`src/rtl/multicycle_ctrl.sv`:
```
// Moore control FSM for the multi-cycle MIPS datapath.
// It covers fetch, decode, execute, memory and writeback, plus CP0 interrupt entry and eret.
module multicycle_ctrl #(
    parameter bit VEC_EN = 1'b1
) (
    input  logic        clk,
    input  logic        reset,
    input  logic [31:0] inst,
    input  logic        zero,
    input  logic        overflow,
    input  logic        MIO_ready,
    input  logic        int_req,
    output logic        IorD,
    output logic        IRWrite,
    output logic        mem_r,
    output logic        mem_w,
    output logic [1:0]  RegDst,
    output logic        RegWrite,
    output logic [1:0]  MemtoReg,
    output logic [1:0]  ALUSrcA,
    output logic [1:0]  ALUSrcB,
    output logic [1:0]  PCSource,
    output logic        PCWrite,
    output logic        PCWriteCond,
    output logic        Branch,
    output logic [3:0]  ALU_operation,
    output logic [1:0]  MDRSrc,
    output logic [1:0]  Data_sel,
    output logic        cp0_selwt,
    output logic [1:0]  cp0_selpc,
    output logic        cp0_selmem,
    output logic        epc_we,
    output logic        eret_pulse,
    output logic        ovf_err,
    output logic [4:0]  state
);

    typedef enum logic [4:0] {
        FETCH, DECODE, R_EXE, R_WB, I_EXE, I_WB, MEM_ADDR, MEM_RD, MEM_WB, MEM_WR,
        BRANCH, JUMP, JAL, JR, LUI, MFC0, ERET, INT_SAVE, INT_VEC, INT_JMP
    } state_t;

    localparam logic [3:0] ALU_AND = 4'b0000, ALU_OR  = 4'b0001, ALU_ADD = 4'b0010,
                           ALU_SUB = 4'b0110, ALU_SLT = 4'b0111, ALU_NOR = 4'b1100,
                           ALU_XOR = 4'b1101;

    localparam logic [5:0] OP_RTYPE = 6'b000000, OP_LW   = 6'b100011, OP_LB   = 6'b100000,
                           OP_SW    = 6'b101011, OP_SB   = 6'b101000, OP_BEQ  = 6'b000100,
                           OP_BNE   = 6'b000101, OP_J    = 6'b000010, OP_JAL  = 6'b000011,
                           OP_ADDI  = 6'b001000, OP_ANDI = 6'b001100, OP_ORI  = 6'b001101,
                           OP_SLTI  = 6'b001010, OP_XORI = 6'b001110, OP_LUI  = 6'b001111,
                           OP_COP0  = 6'b010000;

    localparam logic [5:0] F_ADD = 6'b100000, F_SUB = 6'b100010, F_AND = 6'b100100,
                           F_OR  = 6'b100101, F_XOR = 6'b100110, F_NOR = 6'b100111,
                           F_SLT = 6'b101010, F_JR  = 6'b001000, F_ERET = 6'b011000;

    state_t     cur, nxt, fetch_next;
    logic       ovf_q;
    logic [5:0] opcode, funct;
    logic [4:0] rs;
    logic       unused_inputs;

    assign opcode = inst[31:26];
    assign funct  = inst[5:0];
    assign rs     = inst[25:21];
    assign state  = cur;

    // Branch resolution happens in the datapath, so zero and the rt/rd/shamt fields are not needed here.
    assign unused_inputs = ^{zero, inst[20:6]};

    // Every path back to FETCH is the instruction boundary where a pending interrupt is taken.
    assign fetch_next = (int_req && VEC_EN) ? INT_SAVE : FETCH;

    always_ff @(posedge clk or posedge reset) begin
        if (reset) cur <= FETCH;
        else       cur <= nxt;
    end

    // Overflow is captured during execute so writeback can suppress the register write.
    always_ff @(posedge clk or posedge reset) begin
        if (reset)               ovf_q <= 1'b0;
        else if (cur == R_EXE)   ovf_q <= overflow && (funct == F_ADD || funct == F_SUB);
        else if (cur == I_EXE)   ovf_q <= overflow && (opcode == OP_ADDI);
    end

    always_comb begin
        nxt = cur;
        case (cur)
            FETCH:    if (MIO_ready) nxt = DECODE;
            DECODE: begin
                case (opcode)
                    OP_RTYPE:                     nxt = (funct == F_JR) ? JR : R_EXE;
                    OP_LW, OP_LB, OP_SW, OP_SB:   nxt = MEM_ADDR;
                    OP_BEQ, OP_BNE:               nxt = BRANCH;
                    OP_J:                         nxt = JUMP;
                    OP_JAL:                       nxt = JAL;
                    OP_ADDI, OP_ANDI, OP_ORI, OP_SLTI, OP_XORI: nxt = I_EXE;
                    OP_LUI:                       nxt = LUI;
                    OP_COP0: begin
                        if (rs == 5'b10000 && funct == F_ERET) nxt = ERET;
                        else if (rs == 5'b00000)               nxt = MFC0;
                        else                                   nxt = fetch_next;
                    end
                    default:                      nxt = fetch_next;
                endcase
            end
            R_EXE:    nxt = R_WB;
            I_EXE:    nxt = I_WB;
            MEM_ADDR: nxt = (opcode == OP_LW || opcode == OP_LB) ? MEM_RD : MEM_WR;
            MEM_RD:   if (MIO_ready) nxt = MEM_WB;
            MEM_WR:   if (MIO_ready) nxt = fetch_next;
            R_WB, I_WB, MEM_WB, BRANCH, JUMP, JAL, JR, LUI, MFC0, ERET: nxt = fetch_next;
            INT_SAVE: nxt = INT_VEC;
            INT_VEC:  if (MIO_ready) nxt = INT_JMP;
            INT_JMP:  nxt = FETCH;
            default:  nxt = FETCH;
        endcase
    end

    always_comb begin
        IorD = 1'b0; IRWrite = 1'b0; mem_r = 1'b0; mem_w = 1'b0;
        RegDst = 2'd0; RegWrite = 1'b0; MemtoReg = 2'd0;
        ALUSrcA = 2'd0; ALUSrcB = 2'd0; PCSource = 2'd0;
        PCWrite = 1'b0; PCWriteCond = 1'b0; Branch = 1'b0;
        ALU_operation = ALU_AND; MDRSrc = 2'd0; Data_sel = 2'd0;
        cp0_selwt = 1'b0; cp0_selpc = 2'd0; cp0_selmem = 1'b0;
        epc_we = 1'b0; eret_pulse = 1'b0; ovf_err = 1'b0;
        case (cur)
            FETCH: begin
                mem_r = 1'b1; IRWrite = 1'b1; ALUSrcB = 2'd1;
                ALU_operation = ALU_ADD; PCWrite = 1'b1;
            end
            DECODE: begin
                ALUSrcB = 2'd3; ALU_operation = ALU_ADD;
            end
            R_EXE: begin
                ALUSrcA = 2'd1;
                case (funct)
                    F_SUB:   ALU_operation = ALU_SUB;
                    F_AND:   ALU_operation = ALU_AND;
                    F_OR:    ALU_operation = ALU_OR;
                    F_XOR:   ALU_operation = ALU_XOR;
                    F_NOR:   ALU_operation = ALU_NOR;
                    F_SLT:   ALU_operation = ALU_SLT;
                    default: ALU_operation = ALU_ADD;
                endcase
            end
            R_WB: begin
                RegDst = 2'd1; RegWrite = !ovf_q; ovf_err = ovf_q;
            end
            I_EXE: begin
                ALUSrcA = 2'd1; ALUSrcB = 2'd2;
                case (opcode)
                    OP_ANDI: ALU_operation = ALU_AND;
                    OP_ORI:  ALU_operation = ALU_OR;
                    OP_SLTI: ALU_operation = ALU_SLT;
                    OP_XORI: ALU_operation = ALU_XOR;
                    default: ALU_operation = ALU_ADD;
                endcase
            end
            I_WB: begin
                RegWrite = !ovf_q; ovf_err = ovf_q;
            end
            MEM_ADDR: begin
                ALUSrcA = 2'd1; ALUSrcB = 2'd2; ALU_operation = ALU_ADD;
            end
            MEM_RD: begin
                mem_r = 1'b1; IorD = 1'b1;
            end
            MEM_WB: begin
                MemtoReg = 2'd1; RegWrite = 1'b1;
                MDRSrc = (opcode == OP_LB) ? 2'd1 : 2'd0;
            end
            MEM_WR: begin
                mem_w = 1'b1; IorD = 1'b1;
                Data_sel = (opcode == OP_SB) ? 2'd1 : 2'd0;
            end
            BRANCH: begin
                ALUSrcA = 2'd1; ALU_operation = ALU_SUB; PCWriteCond = 1'b1;
                PCSource = 2'd1; Branch = (opcode == OP_BEQ);
            end
            JUMP: begin
                PCSource = 2'd2; PCWrite = 1'b1;
            end
            JAL: begin
                PCSource = 2'd2; PCWrite = 1'b1;
                RegDst = 2'd2; MemtoReg = 2'd3; RegWrite = 1'b1;
            end
            // rt is required to be $0, so OR passes rs through as the jump target.
            JR: begin
                ALUSrcA = 2'd1; ALU_operation = ALU_OR; PCWrite = 1'b1;
            end
            LUI: begin
                MemtoReg = 2'd2; RegWrite = 1'b1;
            end
            MFC0: begin
                cp0_selwt = 1'b1; RegWrite = 1'b1;
            end
            ERET: begin
                cp0_selpc = 2'd1; PCWrite = 1'b1; eret_pulse = 1'b1;
            end
            INT_SAVE: epc_we = 1'b1;
            INT_VEC: begin
                cp0_selmem = 1'b1; mem_r = 1'b1;
            end
            INT_JMP: begin
                cp0_selpc = 2'd2; PCWrite = 1'b1;
            end
            default: ;
        endcase
    end

endmodule
```
`config.mk`:
```
export PLATFORM = sky130hd
export DESIGN_NAME = multicycle_ctrl
export DESIGN_NICKNAME = d
export VERILOG_FILES = /design/src/rtl/multicycle_ctrl.sv
export SDC_FILE = /design/constraint.sdc
export NUM_CORES = 1
export LEC_CHECK = 0
export ABC_AREA = 1
export CORE_AREA = 5 5 66 68
export DETAILED_ROUTE_END_ITERATION = 10
export DIE_AREA = 0 0 71 73
export PLACE_DENSITY = 0.76
export SYNTH_ARGS = -nofsm -noshare
export SYNTH_HDL_FRONTEND = slang
export SYNTH_SLANG_ARGS = --single-unit
```
`constraint.sdc`:
```
create_clock -name clk -period 1.7 [get_ports clk]
set_input_delay 0.425 -clock clk [delete_from_list [all_inputs] [get_ports clk]]
set_output_delay 0.425 -clock clk [all_outputs]
set_load 0.02 [all_outputs]
```
# After elaboration in Yosys (flattened, before gate mapping)
# Cells that the tools add are included.
dict set report word_totals {
  register_bits 6
  input_bits 38
  out_inout_bits 38
}
dict set report op_classes {
  n_eq_ne 48
  n_mux 39
  n_reduce_logical 24
}
# op n
set op_table {}
lappend op_table {{6-bit == test, second input constant} 11}
lappend op_table {{5-bit one-hot mux with 10 select lines} 1}
lappend op_table {{6-bit by 4-bit == test with 1-bit output, second input constant} 7}
lappend op_table {{5-bit by 4-bit == test with 1-bit output, second input constant} 8}
lappend op_table {{5-bit one-hot mux with 8 select lines} 1}
lappend op_table {{5-bit 2-to-1 mux} 7}
lappend op_table {{5-bit == test, second input constant} 5}
lappend op_table {{4-bit one-hot mux with 6 select lines} 1}
lappend op_table {{5-bit by 3-bit == test with 1-bit output, second input constant} 4}
lappend op_table {{4-bit one-hot mux with 5 select lines} 1}
lappend op_table {{1-bit 2-to-1 mux} 19}
lappend op_table {{4-bit one-hot mux with 4 select lines} 1}
lappend op_table {{6-bit by 2-bit == test with 1-bit output, second input constant} 2}
lappend op_table {{6-bit by 3-bit == test with 1-bit output, second input constant} 2}
lappend op_table {{6-bit by 5-bit == test with 1-bit output, second input constant} 2}
lappend op_table {{2-bit one-hot mux with 2 select lines} 3}
lappend op_table {{2-bit one-hot mux with 3 select lines} 2}
lappend op_table {{5-bit by 2-bit == test with 1-bit output, second input constant} 2}
lappend op_table {{5-bit zero test} 2}
lappend op_table {{10-bit OR reduction} 1}
lappend op_table {{2-bit OR reduction} 5}
lappend op_table {{5-bit OR reduction} 2}
lappend op_table {{4-bit 2-to-1 mux} 2}
lappend op_table {{2-bit != test, second input constant} 4}
lappend op_table {{11 further kinds} 16}

# Depth between registers and ports, before layout
# Gate-level depths: netlist of the first run.
dict set report depth {
  word_depth 5
  depth_mapped 13
  mapped_depth_nobuf 13
}

# Least setup slack after synthesis of the first run
# No wires, ideal clock.
dict set report synth_path {
  path_kind {register to output}
  startpoint {register cur[0] (netlist: state[0])}
  endpoint {output port MDRSrc[0]}
  t_arrival_ps 1839
  slack_ps -564
  path_stages_with_launch 6
  n_path_buf 0
  cell_sequence {dfrtp_1 nor2_1 inv_2 nor2_1 inv_1 nor4_1}
}
dict set report synth_between {
  elab_chain_len 2
}
# item line
set synth_rtl {}
lappend synth_rtl {{from (decl)} 58} ;# state_t cur, nxt, fetch_next;
lappend synth_rtl {{from (signal assigned)} 77} ;# else cur <= nxt;
lappend synth_rtl {{5-bit by 4-bit == test with 1-bit output} 129} ;# case (cur)
lappend synth_rtl {{1-bit 2-to-1 mux} 129}
lappend synth_rtl {{to (decl)} 27} ;# output logic [1:0] MDRSrc,
# No other way between the ends.

# Final worst setup path of the first run
dict set report layout_path {
  startpoint {register cur[2] (netlist: state[2])}
  endpoint {output port ALUSrcA[0]}
}
dict set report layout_between {
  elab_chain_len 3
}
# item line
set layout_rtl {}
lappend layout_rtl {{5-bit by 2-bit == test with 1-bit output (tied with other cells)} 129}
lappend layout_rtl {{5-bit OR reduction (no line) *} -}
lappend layout_rtl {{1-bit 2-to-1 mux *} 129}
lappend layout_rtl {{to (decl)} 20} ;# output logic [1:0] ALUSrcA,
# Every way passes the cells marked *; elsewhere a longest branch is shown, timed or not.

==> out/results.tsv, run 1 <==
stage	metric	value	unit
placement	IO Port Bufs	56	
cts	clk sinks	6	
synth	unique cell type count in the Yosys netlist	30	
sta	Final period util	127.9	%
sta	Final Setup Violations	35	
drt	router iterations before antenna repair	4	
critical_path	Worst path slowest cell	dfrtp_2	
final_layout	fraction of layout cells with a size suffix above 1	60.51	%
drt	Vias/cell	5.315	
final_layout	final core occ	78.56	%
critical_path	Worst Path Max Fanout	4	
sta	clk_skew	2.937	ps
final_layout	Layout area overhead	146.4	%
floorplan	die width	71	µm
placement	RD Place Congestion	0.8791	
critical_path	startpoint types	flip-flop	
global_route	vias in the first global route	2190	
drt	initial drt markers	196	
final_layout	# diodes	0	
sta	minimum clock period	2174	ps
cts	clk buf depth	2	
critical_path	critical path data arrival time	1750	ps
sta	setup slack after layout	-473.9	ps
critical_path	Critical Path Max Stage Delay	450	ps
floorplan	Ports	76	
sta	fmax	460.0	MHz
critical_path	Data required, critical path	1270	ps
critical_path	Buf+Inv Stages, Crit Path	3	
cts	Worst-path clk slew	50	ps
global_route	initial antenna violation count	0	
global_route	global route total overflow	0	
placement	HPWL after detailed placement	4328	µm
sta	RSZ-0062 raised after global routing	yes	
worst_hold_path	min-delay worst type	in -> async	
floorplan	CORE AREA	0.003799	mm²
cts	CTS H-tree depth	1	
sta	Fin. Hold Viols	0	
run_status	status	finished with violations	
placement	dpl cells	418	
floorplan	Starting Density	31.88	%
synth	syn_area_per_cell	5.110	µm²
critical_path	crit-path cells	inv_2 -> nor2_2 -> nand2_2 -> nor2_4 -> inv_2 -> nand2_2 -> or4_4 -> buf_6	
final_layout	NumNets Final	434	
synth	mapped cell area	0.001211	mm²
power_and_ir_drop	pwr dens	1113	mW/mm²
drt	routed len/inst	17.20	µm
drt	post-route ant nets	0	
global_route	first-pass GRT wire length	9618	µm
critical_path	crit path capture type	primary output	
cts	CTS tree	built	
cts	CTS Root Buffer Type	clkbuf_8	
critical_path	Crit path depth	8	
sta	Slew Limit Fails	0	
cts	TritonCTS Buffers	3	
power_and_ir_drop	Static Leak	1.626	nW
drt	vias post-DR	2365	
floorplan	Die H	73	µm
critical_path	critical path type	reg -> out	
synth	Synth Register Bits	6	
final_layout	most frequent cells in the layout	94 x buf_4, 47 x nand2_1, 29 x buf_6	
final_layout	most common cell after layout, fill and taps aside	buf_4	
critical_path	critical path's top delay family	simple AND/OR/NAND/NOR gates	
sta	setup TNS	-8962	ps
placement	worst slack at placement	-1055	ps
final_layout	Final Non-Filler Cells	445	
flow_run	max cap viols	0	
floorplan	die area	0.005183	mm²
synth	YS warnings	0	
global_route	largest net degree at the start of global routing	7	
cts	Worst-Skew Late Latency	240	ps
synth	Gate Count Post-Synth	237	
final_layout	Fill cells	233	
run_status	failing checks	setup timing	
drt	DRC viols	0	
critical_path	Worst Reg2Reg Path Length in Cells	12	
power_and_ir_drop	VDD IR-drop max	811.4	µV
synth	share of the yosys chip area belonging to registers	12.40	%
floorplan	std cell rows	23	
drt	final WL	7655	µm
global_route	Overall Global Routing Usage	22.69	%
cts	hold_buf cts	0	
[cells in the mapped netlist]
cell	number	area, µm²
o221ai_1	1	8.760
inv_2	15	56.30
nand3b_1	3	22.52
nand4_1	2	12.51
nand3_1	23	115.1
nand2_4	1	11.26
o2111ai_1	1	8.760
a211oi_1	1	7.510
inv_1	35	131.4
nor3_1	2	10.01
nand3_2	1	10.01
nor4_1	1	6.260
or2_2	1	6.260
or4_1	1	7.510
nor2_1	38	142.6
a21oi_2	1	8.760
o21ai_2	1	8.760
buf_4	5	37.54
o21ai_0	5	25.02
nand2_2	6	37.54
and3_1	1	6.260
a21oi_1	11	55.05
nand2_1	59	221.5
nor3_2	1	10.01
dfrtp_1	6	150.1
conb_1	1	3.750
o41ai_1	2	17.52
o31ai_1	1	7.510
o21ai_1	3	15.01
nor2_2	8	50.05
[state kept, by name (all words and copies together) (netlist names)]
name   flops
ovf_q      1
state      5
[path summary, 6_finish.rpt]
| path | to | slack [ps] | startpoint |
|---|---|---|---|
| max | ALUSrcA[0] | -470 | state[2] |
| min | state[3] | 440 | reset |
| max reg2reg | state[0] | -100 | state[2] |
| min reg2reg | state[0] | 600 | state[0] |
| max in group asynchronous | state[4] | 1000 | reset |
| min in group clk | state[0] | 600 | state[0] |
[repair_timing]
action / in CTS / in global routing
buffers inserted: 15 / 12
hold endpoints to repair: 0 / 0
pin swaps: 21 / 16
gates resized for setup: 220 / 59
setup endpoints to repair: 41 / 35
[routing by layer]
layer,track usage [%],share of wire (%),vias to the layer above
li1,-,-,1061
met1,27.09,38,1091
met2,42.02,48,163
met3,2.617,8.5,50
met4,7.516,5.1,0
met5,0,0,-
[area by class of cell]
cell class              count  area (µm²)  area share, %
clock buffers               4       45.04          1.509
flip-flops and latches      6       156.4          5.241
repair buffers            157        1326          44.44
multi-input cells         178        1194          40.00
inverters                  50       200.2          6.709
well taps                  50       62.56          2.096
[stage by stage]
| stage | hold slack (ps) | total power [mW] | cell area, µm² |
|---|---|---|---|
| floorplan | 215.6 | 1.301 | 1315 |
| global placement | 523.2 | 2.406 | 2486 |
| detailed placement | 530.1 | 2.459 | 2486 |
| CTS | 441.3 | 2.852 | 2754 |
| global route | 470.2 | 3.471 | 2984 |
| finish | 444.5 | 3.322 | 2984 |
[cells by family (layout without fill, tap and decap cells)]
| kind of cell | count (synthesis) | after routing | share of synthesized area, % |
|---|---|---|---|
| AND/OR/NAND/NOR | 148 | 148 | 55.27 |
| buffers and inverters | 55 | 211 | 18.60 |
| AO/OA/AOI/OAI | 27 | 27 | 13.43 |
| flip-flops | 6 | 6 | 12.40 |
| other | 1 | 3 | 0.3096 |
[report_power, final]
part / internal [mW] / switching (mW) / total [mW] / leakage (nW)
combinational: 1.24 / 1.54 / 2.78 / 1.53
sequential: 0.203 / 0.0882 / 0.291 / 0.0722
clock: 0.164 / 0.0899 / 0.254 / 0.0228
No activity file was read; power rests on OpenSTA's default activity.
==> run 2, diff against run 1 <==
--- a/config.mk
+++ b/config.mk
@@ -7,6 +7,7 @@
 export LEC_CHECK = 0
 export ABC_AREA = 1
 export CORE_AREA = 5 5 66 68
+export CTS_CLUSTER_DIAMETER = 80
 export DETAILED_ROUTE_END_ITERATION = 10
 export DIE_AREA = 0 0 71 73
 export PLACE_DENSITY = 0.76
==> results of run 2 <==
Same layout as run 1: the final DEF is identical, and so are final timing and power.
